$ cat config.mk
export PLATFORM = sky130hd
export DESIGN_NAME = alu_arbiter
export DESIGN_NICKNAME = d
export VERILOG_FILES = /design/src/rtl/alu_arbiter.sv
export SDC_FILE = /design/constraint.sdc
export NUM_CORES = 1
export LEC_CHECK = 0
export ABC_CLOCK_PERIOD_IN_PS = 2300
export CORE_ASPECT_RATIO = 0.9
export CORE_UTILIZATION = 37
export DETAILED_ROUTE_END_ITERATION = 7
export GPL_ROUTABILITY_DRIVEN = 0
export PLACE_DENSITY = 0.86
export SYNTH_ARGS = -nofsm -noshare
export SYNTH_HDL_FRONTEND = slang
export SYNTH_SLANG_ARGS = --single-unit
$ cat constraint.sdc
create_clock -name clk -period 2.3 [get_ports clk]
set_input_delay 0.69 -clock clk [delete_from_list [all_inputs] [get_ports clk]]
set_output_delay 0.69 -clock clk [all_outputs]
set_load 0.02 [all_outputs]
$ cat src/rtl/alu_arbiter.sv
// -----------------------------------------------------------------------------
// alu_arbiter
//
// Shares one external combinational 32-bit ALU between two requesters:
//   port 0 - execute stage
//   port 1 - branch / auxiliary unit
//
// A request is accepted in IDLE (valid && ready), its operands are registered
// onto the ALU inputs, the ALU result and flags are captured one cycle later,
// and the captured values are returned on a valid/ready response channel
// tagged with the requester id. Only one operation is in flight at a time, so
// an operation occupies at least three cycles (IDLE accept, EXEC, RESP).
//
// Parameters
//   RR_EN       1 = round-robin between ports on contention
//               0 = fixed priority, port 0 always wins
//
// Ports
//   clk, rst_n                    clock (rising edge), async active-low reset
//   req0_* / req1_*               request channels: valid, ready (out),
//                                 op1, op2, 4-bit field {funct7[5]/0, funct3}
//   alu_op1/alu_op2/alu_field     registered operands driven to the ALU
//   alu_result, alu_flags         ALU outputs, flags = {carry, overflow,
//                                 sign, zero}
//   rsp_valid, rsp_ready          response handshake
//   rsp_id                        requester id (meaningful while rsp_valid)
//   rsp_result, rsp_flags         captured ALU outputs
//   rsp_err                       the accepted field code was illegal
//   busy                          an operation is in flight (not IDLE)
// -----------------------------------------------------------------------------
module alu_arbiter #(
   parameter bit RR_EN = 1'b1
) (
   input  logic        clk,
   input  logic        rst_n,

   input  logic        req0_valid,
   output logic        req0_ready,
   input  logic [31:0] req0_op1,
   input  logic [31:0] req0_op2,
   input  logic [3:0]  req0_field,

   input  logic        req1_valid,
   output logic        req1_ready,
   input  logic [31:0] req1_op1,
   input  logic [31:0] req1_op2,
   input  logic [3:0]  req1_field,

   output logic [31:0] alu_op1,
   output logic [31:0] alu_op2,
   output logic [3:0]  alu_field,
   input  logic [31:0] alu_result,
   input  logic [3:0]  alu_flags,

   output logic        rsp_valid,
   input  logic        rsp_ready,
   output logic        rsp_id,
   output logic [31:0] rsp_result,
   output logic [3:0]  rsp_flags,
   output logic        rsp_err,
   output logic        busy
);

   typedef enum logic [1:0] {
      ST_IDLE = 2'd0,
      ST_EXEC = 2'd1,
      ST_RESP = 2'd2
   } state_e;

   state_e      state_q, state_d;
   logic        last_grant_q, last_grant_d;
   logic [31:0] alu_op1_q, alu_op1_d;
   logic [31:0] alu_op2_q, alu_op2_d;
   logic [3:0]  alu_field_q, alu_field_d;
   logic        rsp_id_q, rsp_id_d;
   logic [31:0] rsp_result_q, rsp_result_d;
   logic [3:0]  rsp_flags_q, rsp_flags_d;
   logic        rsp_err_q, rsp_err_d;

   logic        both_valid;
   logic        any_valid;
   logic        win_id;
   logic        grant;

   // Field codes the ALU implements: ADD, SUB, AND, OR, XOR, SLL, SRL, SRA,
   // SLT, SLTU. Anything else is sequenced normally but reported as an error.
   function automatic logic field_is_legal(input logic [3:0] field);
      case (field)
         4'b0000, 4'b1000, 4'b0111, 4'b0110, 4'b0100,
         4'b0001, 4'b0101, 4'b1101, 4'b0010, 4'b0011: return 1'b1;
         default:                                     return 1'b0;
      endcase
   endfunction

   // -------------------------------------------------------------------------
   // Winner selection. Depends only on the request valids, the grant history
   // and the state, so ready never combinationally depends on rsp_ready.
   // -------------------------------------------------------------------------
   always_comb begin : arbitrate
      both_valid = req0_valid && req1_valid;
      any_valid  = req0_valid || req1_valid;
      win_id     = 1'b0;
      if (both_valid) begin
         // Round-robin favours the port that did not win last time.
         win_id = RR_EN ? ~last_grant_q : 1'b0;
      end else if (req1_valid) begin
         win_id = 1'b1;
      end
      grant = (state_q == ST_IDLE) && any_valid;
   end

   assign req0_ready = grant && !win_id;
   assign req1_ready = grant &&  win_id;

   // -------------------------------------------------------------------------
   // Next-state and datapath update.
   // -------------------------------------------------------------------------
   always_comb begin : next_state
      // NOTE: every signal gets its hold value first so no path through the
      // case statement leaves one unassigned, which would infer a latch.
      state_d      = state_q;
      last_grant_d = last_grant_q;
      alu_op1_d    = alu_op1_q;
      alu_op2_d    = alu_op2_q;
      alu_field_d  = alu_field_q;
      rsp_id_d     = rsp_id_q;
      rsp_result_d = rsp_result_q;
      rsp_flags_d  = rsp_flags_q;
      rsp_err_d    = rsp_err_q;

      case (state_q)
         ST_IDLE: begin
            if (grant) begin
               alu_op1_d    = win_id ? req1_op1   : req0_op1;
               alu_op2_d    = win_id ? req1_op2   : req0_op2;
               alu_field_d  = win_id ? req1_field : req0_field;
               rsp_id_d     = win_id;
               last_grant_d = win_id;
               state_d      = ST_EXEC;
            end
         end

         ST_EXEC: begin
            // The ALU is looking at the registered operands this cycle.
            if (field_is_legal(alu_field_q)) begin
               rsp_result_d = alu_result;
               rsp_flags_d  = alu_flags;
               rsp_err_d    = 1'b0;
            end else begin
               rsp_result_d = 32'd0;
               rsp_flags_d  = 4'd0;
               rsp_err_d    = 1'b1;
            end
            state_d = ST_RESP;
         end

         ST_RESP: begin
            if (rsp_ready) begin
               state_d = ST_IDLE;
            end
         end

         default: begin
            state_d = ST_IDLE;
         end
      endcase
   end

   // -------------------------------------------------------------------------
   // State registers. Reset leaves last_grant at 1 so port 0 wins the first
   // contention under round-robin.
   // -------------------------------------------------------------------------
   always_ff @(posedge clk or negedge rst_n) begin
      if (!rst_n) begin
         state_q      <= ST_IDLE;
         last_grant_q <= 1'b1;
         alu_op1_q    <= 32'd0;
         alu_op2_q    <= 32'd0;
         alu_field_q  <= 4'b0000;
         rsp_id_q     <= 1'b0;
         rsp_result_q <= 32'd0;
         rsp_flags_q  <= 4'd0;
         rsp_err_q    <= 1'b0;
      end else begin
         // NOTE: non-blocking assignments so every register samples the
         // pre-edge values regardless of statement order.
         state_q      <= state_d;
         last_grant_q <= last_grant_d;
         alu_op1_q    <= alu_op1_d;
         alu_op2_q    <= alu_op2_d;
         alu_field_q  <= alu_field_d;
         rsp_id_q     <= rsp_id_d;
         rsp_result_q <= rsp_result_d;
         rsp_flags_q  <= rsp_flags_d;
         rsp_err_q    <= rsp_err_d;
      end
   end

   assign alu_op1    = alu_op1_q;
   assign alu_op2    = alu_op2_q;
   assign alu_field  = alu_field_q;
   assign rsp_valid  = (state_q == ST_RESP);
   assign rsp_id     = rsp_id_q;
   assign rsp_result = rsp_result_q;
   assign rsp_flags  = rsp_flags_q;
   assign rsp_err    = rsp_err_q;
   assign busy       = (state_q != ST_IDLE);

endmodule

# Yosys cells after proc, flatten, opt, wreduce, memory -nomap -nowiden
# Memory sizes are Yosys's and may differ from the RTL's.
# Cells that the tools add are included.
# totals
regBits	109
mem_count	1
wordCells	37
romBits	16
# memory_table
memory	depth	width	read_ports	rd_ports_with_merged_regs	write_ports	line	rtl
(no name shown)	16	1	1	0	0	88	case (field)
# classes
n_reduce_logical	10
n_eq_ne	4
muxes	12
bitwise_logic	1
# ops
operator	n
two-way mux 32 bit	3
two-way mux 4 bit	2
case mux 2 bit (3 select lines)	1
logical AND 1 bit	4
two-way mux 1 bit	4
two-way mux 2 bit	2
AND reduction 2 bit	2
== test 2 x 1 -> 1 bit (second input constant)	1
== test 2 bit (second input constant)	1
zero test 2 bit	1
!= test 2 x 1 -> 1 bit (second input constant)	1
!= test 2 bit (second input constant)	1
nonzero test 2 bit	1
zero test 1 bit	1
logical OR 1 bit	1
inverter 1 bit	1

# Longest topological paths before layout
# Gate-level depths: netlist of run 1.
# depth
depth_word	4
depth_mapped	6

# Least setup slack after synthesis of run 1
# No wires, ideal clock.
# synth_timing
path_kind	input port to output port
start	input req1_valid
end	output req1_ready
arrival_time_ns	1.469
slack_ns	0.141
stages	4
path_cell_list	a21boi_2 buf_2 buf_2 and2_1
# synth_via
elab_chain_cells	3
word_cells_on_any_way	6
cone_classes	mux (2); reduce/logical (4)
# synth_lines
element	line	rtl
start, declared	43	input logic req1_valid,
two-way mux 1 bit (tied with other cells)	106	end else if (req1_valid) begin
two-way mux 1 bit or logical AND 1 bit (tied branches)	103, 109	
logical AND 1 bit (*)	113	assign req1_ready = grant && win_id;
end, declared	44	output logic req1_ready,
# Mark *: on every way between the ends. The rest lies on a longest branch, timed or not.

# Final worst setup path of run 1
# layout_timing
start	input req1_valid
end	output req0_ready
# layout_via
elab_chain_cells	4
word_cells_on_any_way	7
cone_classes	mux (2); reduce/logical (5)
# layout_lines
element	line	rtl
two-way mux 1 bit or logical AND 1 bit (tied branches)	106, 100	
two-way mux 1 bit	103	if (both_valid) begin
zero test 1 bit	112	assign req0_ready = grant && !win_id;
logical AND 1 bit (*)	112	
end, declared	38	output logic req0_ready,
# Marked as above.

==> results of run 1 <==
## per-stage QoR
stage	setup WS [ps]	hold slack [ps]	cell area (sq um)
after floorplan	141	394	4660
after global placement	-644	459	7630
after detailed placement	-645	466	7630
after CTS	92.9	185	7930
after global routing	48.2	191	7930
final	95.9	188	7930
## cells in the mapped netlist (all sizes together)
cell,number,area [sq um]
a21oi,38,190
a221o,68,681
and2,1,6.26
nor2,1,11.3
o211a,1,10.0
a21boi,1,11.3
nand2b,2,12.5
dfrtp,108,2700
dfstp,1,26.3
a21o,1,7.51
o21ai,2,13.8
nor2b,1,6.26
and3,68,425
nand2,72,270
xor2,1,8.76
inv,6,22.5
clkbuf,17,63.8
a211oi,1,20.0
buf,23,166
## cell families (layout without fill, tap and decap cells)
| group | count (synthesis) | count (layout) | synth area share |
|---|---|---|---|
| and+or+nand+nor | 145 | 145 | 0.157 |
| DFF | 109 | 109 | 0.586 |
| buffers and inverters | 46 | 320 | 0.0543 |
| AOI/OAI and AO/OA | 112 | 112 | 0.200 |
| xor gates and xnor gates | 1 | 1 | 0.00188 |
## layout make-up
class	instances	area [sq um]
sequential	109	2730
multi-input combinational	258	1690
tap	160	200
fill	953	4250
timing repair buffer	298	2980
clock inverter	3	43.8
clock buffer	13	260
inverter	6	22.5
## sequential cells by signal (all words and copies together) (netlist names)
name	cells
last_grant_q	1
rsp_err	1
alu_op2	32
rsp_result	32
rsp_flags	4
rsp_id	1
alu_field	4
state_q	2
alu_op1	32
## worst register-to-register path: stages, from the launching register on
cell and delay (ps):
sky130_fd_sc_hd__dfrtp_1 430, sky130_fd_sc_hd__nor2_4 210, sky130_fd_sc_hd__inv_2 80, sky130_fd_sc_hd__a211oi_4 190, sky130_fd_sc_hd__buf_4 650, sky130_fd_sc_hd__a221o_1 310
## timing repair
item / 4_1_cts / 5_1_grt
gates resized for setup: 14 / 0
setup endpoints to repair: 4 / 0
setup buffers: 0 / 0
hold buffers: 0 / 0
## metal layers
metal,wire [um],share of wire
met5,0,0
met3,1140,0.075
met4,238,0.016
met2,7810,0.51
met1,6020,0.40
## power groups by stage
stage               Combinational [mW]  Clock (mW)  Sequential [mW]
global placement                  5.70           0             3.42
CTS                               5.84        1.60             3.45
detailed placement                5.88           0             3.44
global route                      6.18        1.67             3.55
finish                            5.80        1.56             3.45
floorplan                         2.10           0             4.43
## path summary, 6_finish.rpt
path                                              from                  endpoint  slack, ps
min in group clk                   rsp_err$_DFFE_PN0N_       rsp_err$_DFFE_PN0N_        480
worst max register to register  state_q[0]$_DFFE_PN0P_   alu_op1[29]$_DFFE_PN0P_        380
worst min-delay path                             rst_n   alu_op1[31]$_DFFE_PN0P_        190
max in group asynchronous                        rst_n  last_grant_q$_DFFE_PN1P_       1390
worst max-delay path                        req1_valid                req0_ready        100
worst min register to register     rsp_err$_DFFE_PN0N_       rsp_err$_DFFE_PN0N_        480
==> impl_metrics.toml, run 1 <==
[synth]
yosys_register_bits = 109
ys_types = 23
yosys_warnings = 0
syn_avg_cell_area_sq_um = 11.3
synthesized_cell_area_sq_um = 4660
synth_sequential_area_ratio = 0.586
syn_nets = 590
cells_after_synth = 413

[grt]
number_of_antenna_violations_at_the_first_check_in_global_routing = 0
track_usage = 0.226
grt_pass1_vias = 4540
grt_max_degree = 71
first_pass_grt_wire_length_mm = 22.9
congestion_overflow_gr = 0
gr-usage-met2 = 0.411
grt_most_used_layer = "met2"
use_met1 = 0.268
groute.layer.met3.usage = 0.0522

[setup_path]
criticalPathCategory = "in2out"
crit_path_cell_trace = "dlygate4sd2_1 > buf_4 > a211oi_4 > buf_6"
worst-path-buf-inv = 3
reg2regPathDepth = 5
critical-path-max-stage-delay_ps = 260
crit_family = "buffers and inverters"
worst-path-stages = 4
crit_fanout = 3
cp_data_required_time_ps = 1610
sort_of_element_at_the_start_of_the_critical_path = "input port"
crit_path_top_delay_cell = "sky130_fd_sc_hd__dlygate4sd2_1"
arrival_ps = 1510
timing.critical_path.to_type = "output port"

[pwr]
cellInternalPower_mw = 6.57
power.share.switching = 0.392
comb_power_share = 0.537
power_density_nw_per_um2 = 1360
power.switching_mw = 4.24
post-layout-total-power_mw = 10.8
worst_ir_drop_vdd_v = 0.000996
leakage_power_of_the_design_nw = 3.58
clkPwrFrac = 0.144
seq_pwr_share = 0.319

[timing]
tightestPinTransition_ps = 740
clock_skew_ps = 12.5
totalNegativeSetupSlack_ps = 0
final-hold-violation-count = 0
finalSetupViolCount = 0
rsz_0062_raised_after_global_routing = "no"
slew_viol_final = 0
fraction_of_the_cycle_the_final_worst_path_needs = 0.958
max_freq_mhz = 454
slew_headroom = 0.507
min_period_ps = 2200

[run]
number_of_max_cap_violations = 0

[drt]
avgViaCountPerCell = 5.32
wl_per_cell_um = 18.0
antenna_violating_nets_post_route = 0
num_vias = 4509
routed_wl_mm = 15.2
drcViolationCount = 0
initialDrtViolationCount = 249
drt_first_pass_iters = 7

[die]
floorplan.die.height_um = 108
placeableCoreArea_sq_um = 12200
rows = 38
design.portCount = 287
dieWidth_um = 120
initial_core_util = 0.383
floorplan.die_area_sq_um = 13000

[final_layout]
layout_common_cells = "279 x sky130_fd_sc_hd__clkdlybuf4s50_1, 108 x sky130_fd_sc_hd__dfrtp_1, 72 x sky130_fd_sc_hd__nand2_1"
share_of_layout_cells_above_drive_strength_1 = 0.0553
area.growth.synth_to_final_pct = 70.2
final_core_utilization = 0.651
most_common_cell_after_layout_fill_and_taps_aside = "sky130_fd_sc_hd__clkdlybuf4s50_1"
num_antenna_cells = 0
finish.net_count = 859
layoutNonFillerInstCount = 847

[clocking]
numClockSinks = 109
htree_num_levels = 3
cts_root_buf = "sky130_fd_sc_hd__clkbuf_16"
cts.clk_slew.worst_paths_ps = 70
cts_tree = "yes"
cts-buffers-inserted = 9
clock_latency_ps = 330
cts_buffer_depth = 2

[run_status]
status = "completed"

[min_path]
class_of_the_worst_hold_path = "in2async"

[placed_design]
hpwlAfterDp_mm = 11.1
place.detailed.instances = 831
number_of_buffer_cells_added_on_primary_ports = 286
(Power assumes the default switching activity.)
==> run 2, diff against run 1 <==
--- a/config.mk
+++ b/config.mk
@@ -6,11 +6,13 @@
 export NUM_CORES = 1
 export LEC_CHECK = 0
 export ABC_CLOCK_PERIOD_IN_PS = 2300
+export CAP_MARGIN = 20
 export CORE_ASPECT_RATIO = 0.9
 export CORE_UTILIZATION = 37
 export DETAILED_ROUTE_END_ITERATION = 7
 export GPL_ROUTABILITY_DRIVEN = 0
 export PLACE_DENSITY = 0.86
+export SETUP_SLACK_MARGIN = 0.2
 export SYNTH_ARGS = -nofsm -noshare
 export SYNTH_HDL_FRONTEND = slang
 export SYNTH_SLANG_ARGS = --single-unit
==> run 2 against run 1 <==
  * Critical path depth stayed put
  * Highest routed layer unchanged
  * Combinational power is 1% higher
  * Design area is 0.90% higher
  * Clock-buffer cell count is 3 lower
  * Critical endpoint unchanged
  * Sequential share of layout area is 0.31 points lower
  * Clock skew is 2.1 ps lower
  * Critical path type unchanged
  * Largest cell class unchanged
  * Final cell count is 0.59% higher
==> impl_metrics.toml, run 2 (same netlist as run 1, synthesis figures left out) <==
[run]
number_of_max_cap_violations = 0

[timing]
tightestPinTransition_ps = 744
finalSetupViolCount = 0
clock_skew_ps = 10.4
slew_viol_final = 0
fraction_of_the_cycle_the_final_worst_path_needs = 0.916
max_freq_mhz = 475
slew_headroom = 0.504
rsz_0062_raised_after_global_routing = "yes"
final_hold_slack_ps = 225
totalNegativeSetupSlack_ps = 0
final-hold-violation-count = 0
min_period_ps = 2110

[setup_path]
criticalPathCategory = "in2out"
arrival_ps = 1420
cp_data_required_time_ps = 1610
crit_fanout = 3
critical_path.reg2reg.startpoint = "last_grant_q$_DFFE_PN1P_"
setup.reg_to_reg.worst_slack_ps = 380
sort_of_element_at_the_start_of_the_critical_path = "input port"
regToRegEndpoint = "alu_field[1]$_DFFE_PN0P_"
timing.critical_path.to_type = "output port"
reg2regPathDepth = 4

[die]
design.portCount = 287
floorplan.die_area_sq_um = 13000
placeableCoreArea_sq_um = 12200
floorplan.die.height_um = 108
dieWidth_um = 120
rows = 38
initial_core_util = 0.383

[final_layout]
layout_common_cells = "272 x sky130_fd_sc_hd__clkdlybuf4s50_1, 108 x sky130_fd_sc_hd__dfrtp_1, 72 x sky130_fd_sc_hd__nand2_1"
fillers = 923
multiInputGateArea_sq_um = 1690
finish.net_count = 863
sequential_cell_area_sq_um = 2730
layoutNonFillerInstCount = 852
most_common_cell_after_layout_fill_and_taps_aside = "sky130_fd_sc_hd__clkdlybuf4s50_1"
area.growth.synth_to_final_pct = 71.8
share_of_layout_cells_above_drive_strength_1 = 0.0695

[drt]
routed_wl_mm = 15.6
route.top_layer_used = "met4"
dr_wl_met2_mm = 8.01
drt_first_pass_iters = 5
route.met3.wl_mm = 1.20
avgViaCountPerCell = 5.37
num_vias = 4578
antenna_violating_nets_post_route = 0
drcViolationCount = 0
wl_per_cell_um = 18.4
drt-met1-wl_mm = 6.05
initialDrtViolationCount = 302

[pwr]
power.share.switching = 0.391
power_density_nw_per_um2 = 1370
post-layout-total-power_mw = 11.0
worst_ir_drop_vdd_v = 0.000950
power.switching_mw = 4.30
clkPwrFrac = 0.153
comb_power_share = 0.536
cellInternalPower_mw = 6.68
seq_pwr_share = 0.311
leakage_power_of_the_design_nw = 3.68

[clocking]
cts_tree = "yes"
cts_root_buf = "sky130_fd_sc_hd__clkbuf_16"
numClockSinks = 109
cts.clk_slew.worst_paths_ps = 70
cts_buffer_depth = 2
clock_latency_ps = 350
postCtsHoldBufs = 0
cts-buffers-inserted = 9
htree_num_levels = 3

[grt]
grt_pass1_vias = 4587
first_pass_grt_wire_length_mm = 24.0
grt_max_degree = 71
congestion_overflow_gr = 0
number_of_antenna_violations_at_the_first_check_in_global_routing = 1
track_usage = 0.240

[placed_design]
hpwlAfterDp_mm = 11.0
place.detailed.instances = 832
number_of_buffer_cells_added_on_primary_ports = 286

[run_status]
status = "completed"

[min_path]
class_of_the_worst_hold_path = "in2async"
run 2: how the worst max path moves through the flow:
stage | to | slack [ps] | from
after CTS | req0_ready | 130 | state_q[1]$_DFFE_PN0P_
after floorplan | req1_ready | 230 | req1_valid
after detailed placement | req0_ready | -670 | req0_valid
after global routing | req0_ready | 130 | state_q[0]$_DFFE_PN0P_
after global placement | req0_ready | -640 | req0_valid
final | req0_ready | 190 | req0_valid
run 2: layout make-up:
class,instances,share of cell area
Antenna cell,1,0.000313
Clock buffer,10,0.0299
Clock inverter,6,0.0108
Inverter,6,0.00282
Multi-Input combinational cell,258,0.212
Sequential cell,109,0.341
Tap cell,160,0.0250
Timing Repair Buffer,302,0.378
run 2: metrics by stage:
step	area (sq um)	util	worst slack, ps
after floorplan	4670	-	227
after global placement	7640	0.628	-644
after detailed placement	7640	0.628	-669
after CTS	7970	0.655	127
after global routing	8000	0.657	127
final	8000	0.657	193
run 2: repair_timing:
item,4_1_cts,5_1_grt
buffers inserted,0,3
resized for setup,20,9
setup endpoints to repair,75,10
pin swaps,2,2
run 2: power groups by stage:
stage	registers, mW	logic (mW)	clock network (mW)
final	3.42	5.88	1.68
after global routing	3.53	6.27	1.79
after detailed placement	3.41	5.90	0
after floorplan	4.44	2.10	0
after global placement	3.39	5.72	0
after CTS	3.42	5.88	1.72
run 2: layer usage:
| layer | track usage | vias to the layer above |
|---|---|---|
| li1 | - | 2074 |
| met1 | 0.284 | 2248 |
| met2 | 0.403 | 224 |
| met3 | 0.0796 | 32 |
| met4 | 0.0961 | 0 |
| met5 | 0 | - |
run 2: critical path, stage by stage:
cell                              delay, ps
sky130_fd_sc_hd__clkdlybuf4s15_2        250
sky130_fd_sc_hd__inv_2                   70
sky130_fd_sc_hd__a211oi_4               250
sky130_fd_sc_hd__buf_6                  160
==> run 3, diff against run 2 <==
--- a/config.mk
+++ b/config.mk
@@ -5,10 +5,13 @@
 export SDC_FILE = /design/constraint.sdc
 export NUM_CORES = 1
 export LEC_CHECK = 0
+export ABC_AREA = 1
 export ABC_CLOCK_PERIOD_IN_PS = 2300
 export CAP_MARGIN = 20
+export CELL_PAD_IN_SITES_DETAIL_PLACEMENT = 1
+export CELL_PAD_IN_SITES_GLOBAL_PLACEMENT = 1
 export CORE_ASPECT_RATIO = 0.9
-export CORE_UTILIZATION = 37
+export CORE_UTILIZATION = 26
 export DETAILED_ROUTE_END_ITERATION = 7
 export GPL_ROUTABILITY_DRIVEN = 0
 export PLACE_DENSITY = 0.86
==> run 3 against run 2 <==
  * Worst setup slack improved by 43 ps
  * Synthesized cell count rose by 87%
  * Non-clock buffer count rose by 7
  * Die area rose by 63%
  * Design area rose by 12%
  * Critical path depth fell by 3
  * Power rose by 1.8%
  * Largest power group unchanged
==> impl_metrics.toml, run 3 <==
[placed_design]
hpwlAfterDp_mm = 14.5
number_of_buffer_cells_added_on_primary_ports = 286
place.detailed.instances = 1283
post_dp_area_sq_um = 8520

[setup_path]
timing.critical_path.from = "alu_op2[27]$_DFFE_PN0P_"
crit_path_cell_trace = "clkdlybuf4s50_1"
crit_fanout = 2
critical-path-max-stage-delay_ps = 630
arrival_ps = 1370
crit_path_top_delay_cell = "sky130_fd_sc_hd__clkdlybuf4s50_1"
worst-path-buf-inv = 1
critical_path.reg2reg.startpoint = "last_grant_q$_DFFE_PN1P_"
sort_of_element_at_the_start_of_the_critical_path = "flip-flop"
timing.critical_path.to_type = "output port"
cp_data_required_time_ps = 1610
criticalPathCategory = "reg2out"
crit_family = "buffers and inverters"

[die]
design.portCount = 287
initial_core_util = 0.267
dieWidth_um = 153
floorplan.die_area_sq_um = 21200
rows = 49
floorplan.die.height_um = 138
placeableCoreArea_sq_um = 20100

[drt]
wl_per_cell_um = 15.3
num_vias = 5790
drt_first_pass_iters = 4
drcViolationCount = 0
routed_wl_mm = 20.0
antenna_violating_nets_post_route = 0
avgViaCountPerCell = 4.43
initialDrtViolationCount = 168

[timing]
final-hold-violation-count = 0
finalSetupViolCount = 0
clock_skew_ps = 10.5
tightestPinTransition_ps = 730
slew_headroom = 0.513
max_freq_mhz = 484
min_period_ps = 2060
totalNegativeSetupSlack_ps = 0
fraction_of_the_cycle_the_final_worst_path_needs = 0.897
slew_viol_final = 0
rsz_0062_raised_after_global_routing = "yes"

[final_layout]
area.growth.synth_to_final_pct = 66.8
final_design_area_no_fill_sq_um = 8950
layout_common_cells = "455 x sky130_fd_sc_hd__nand2_1, 268 x sky130_fd_sc_hd__clkdlybuf4s50_1, 108 x sky130_fd_sc_hd__dfrtp_1"
most_common_cell_after_layout_fill_and_taps_aside = "sky130_fd_sc_hd__nand2_1"
layoutNonFillerInstCount = 1307
finish.net_count = 1224
num_antenna_cells = 0
fillers = 2449
share_of_layout_cells_above_drive_strength_1 = 0.0504

[synth]
ys_types = 14
syn_nets = 951
cells_after_synth = 774
synth_sequential_area_ratio = 0.509
dominantRegCellSynth = "sky130_fd_sc_hd__dfrtp_1"
fraction_of_synthesis_flops_using_an_asynchronous_set_or_reset_pin = 1.00
synth_top_cell_by_area = "sky130_fd_sc_hd__dfrtp_1"
syn_avg_cell_area_sq_um = 6.93
synth.top_cells.by_count = "457 x sky130_fd_sc_hd__nand2_1, 108 x sky130_fd_sc_hd__dfrtp_1, 70 x sky130_fd_sc_hd__nand3_1"
synth_edf_count = 0
yosys_register_bits = 109
synth.top_cells.by_area = "sky130_fd_sc_hd__dfrtp_1 50%, sky130_fd_sc_hd__nand2_1 32%, sky130_fd_sc_hd__nand3_1 6.5%, sky130_fd_sc_hd__inv_1 3.1%, sky130_fd_sc_hd__nor2_1 2.9%"
synthMostInstantiatedCell = "sky130_fd_sc_hd__nand2_1"
synthDominantCellAreaShare = 0.504
yosys_warnings = 0
synthesized_cell_area_sq_um = 5360

[grt]
first_pass_grt_wire_length_mm = 32.3
grt_pass1_vias = 6181
track_usage = 0.193
congestion_overflow_gr = 0
number_of_antenna_violations_at_the_first_check_in_global_routing = 0
grt_max_degree = 72

[clocking]
numClockSinks = 109
cts_tree = "yes"
cts_buffer_depth = 2
cts.clk_slew.worst_paths_ps = 80
cts_root_buf = "sky130_fd_sc_hd__clkbuf_16"
cts-buffers-inserted = 9
clock_latency_ps = 360
postCtsHoldBufs = 0
htree_num_levels = 3

[run_status]
status = "completed"

[pwr]
power_density_nw_per_um2 = 1250
post-layout-total-power_mw = 11.2
leakage_power_of_the_design_nw = 4.71
worst_ir_drop_vdd_v = 0.00112

[min_path]
class_of_the_worst_hold_path = "in2async"

[run]
number_of_max_cap_violations = 0
-- run 3: layout make-up --
cell class,count,area (sq um),share of cell area
repair buffers,309,3150,0.352
flip-flops and latches,109,2730,0.305
multi-input cells,572,2270,0.254
well taps,255,319,0.0357
clock buffers,10,229,0.0256
inverters,46,173,0.0193
clock inverters,6,72.6,0.00811
-- run 3: path summary, 6_finish.rpt --
check	end	slack, ps	depth (start not counted)
worst max-delay path	alu_op2[27]	240	1
worst min-delay path	rsp_result[24]$_DFFE_PN0N_	220	1
worst max register to register	alu_op1[14]$_DFFE_PN0P_	400	9
worst min register to register	alu_op1[6]$_DFFE_PN0P_	480	2
max in group asynchronous	last_grant_q$_DFFE_PN1P_	1460	2
min in group clk	alu_op1[6]$_DFFE_PN0P_	480	2
-- run 3: cells by family (layout without fill, tap and decap cells) --
kind of cell | Yosys count | after routing | share of synthesized area
compound gates | 2 | 2 | 0.00397
buf+inv | 93 | 371 | 0.0716
flops | 109 | 109 | 0.509
simple gates | 570 | 570 | 0.416
-- run 3: stage by stage --
stage / util / setup WS, ps / hold WS (ps)
6_report: 0.445 / 236 / 221
5_1_grt: 0.445 / 189 / 235
4_1_cts: 0.442 / 158 / 221
3_5_place_dp: 0.424 / -455 / 464
3_3_place_gp: 0.424 / -439 / 460
2_1_floorplan: - / 186 / 394
-- run 3: timing repair --
item	CTS	global route
gates resized for setup	22	13
endpoints found under the setup margin	77	11
pin swaps	1	4
setup buffers	3	4
gates cloned	1	0
-- run 3: metal layers --
layer,up-vias,global-route usage,wire length [um]
li1,2863,-,-
met1,2714,0.233,8770
met2,199,0.328,9340
met3,14,0.0702,1710
met4,0,0.0458,181
met5,-,0,0
-- run 3: report_power, final --
part	switching [mW]	total [mW]	internal [mW]	leakage, nW
registers	0.538	3.37	2.83	1.36
logic	3.54	6.18	2.65	3.20
clock network	0.764	1.62	0.860	0.149
total	4.84	11.2	6.34	4.71
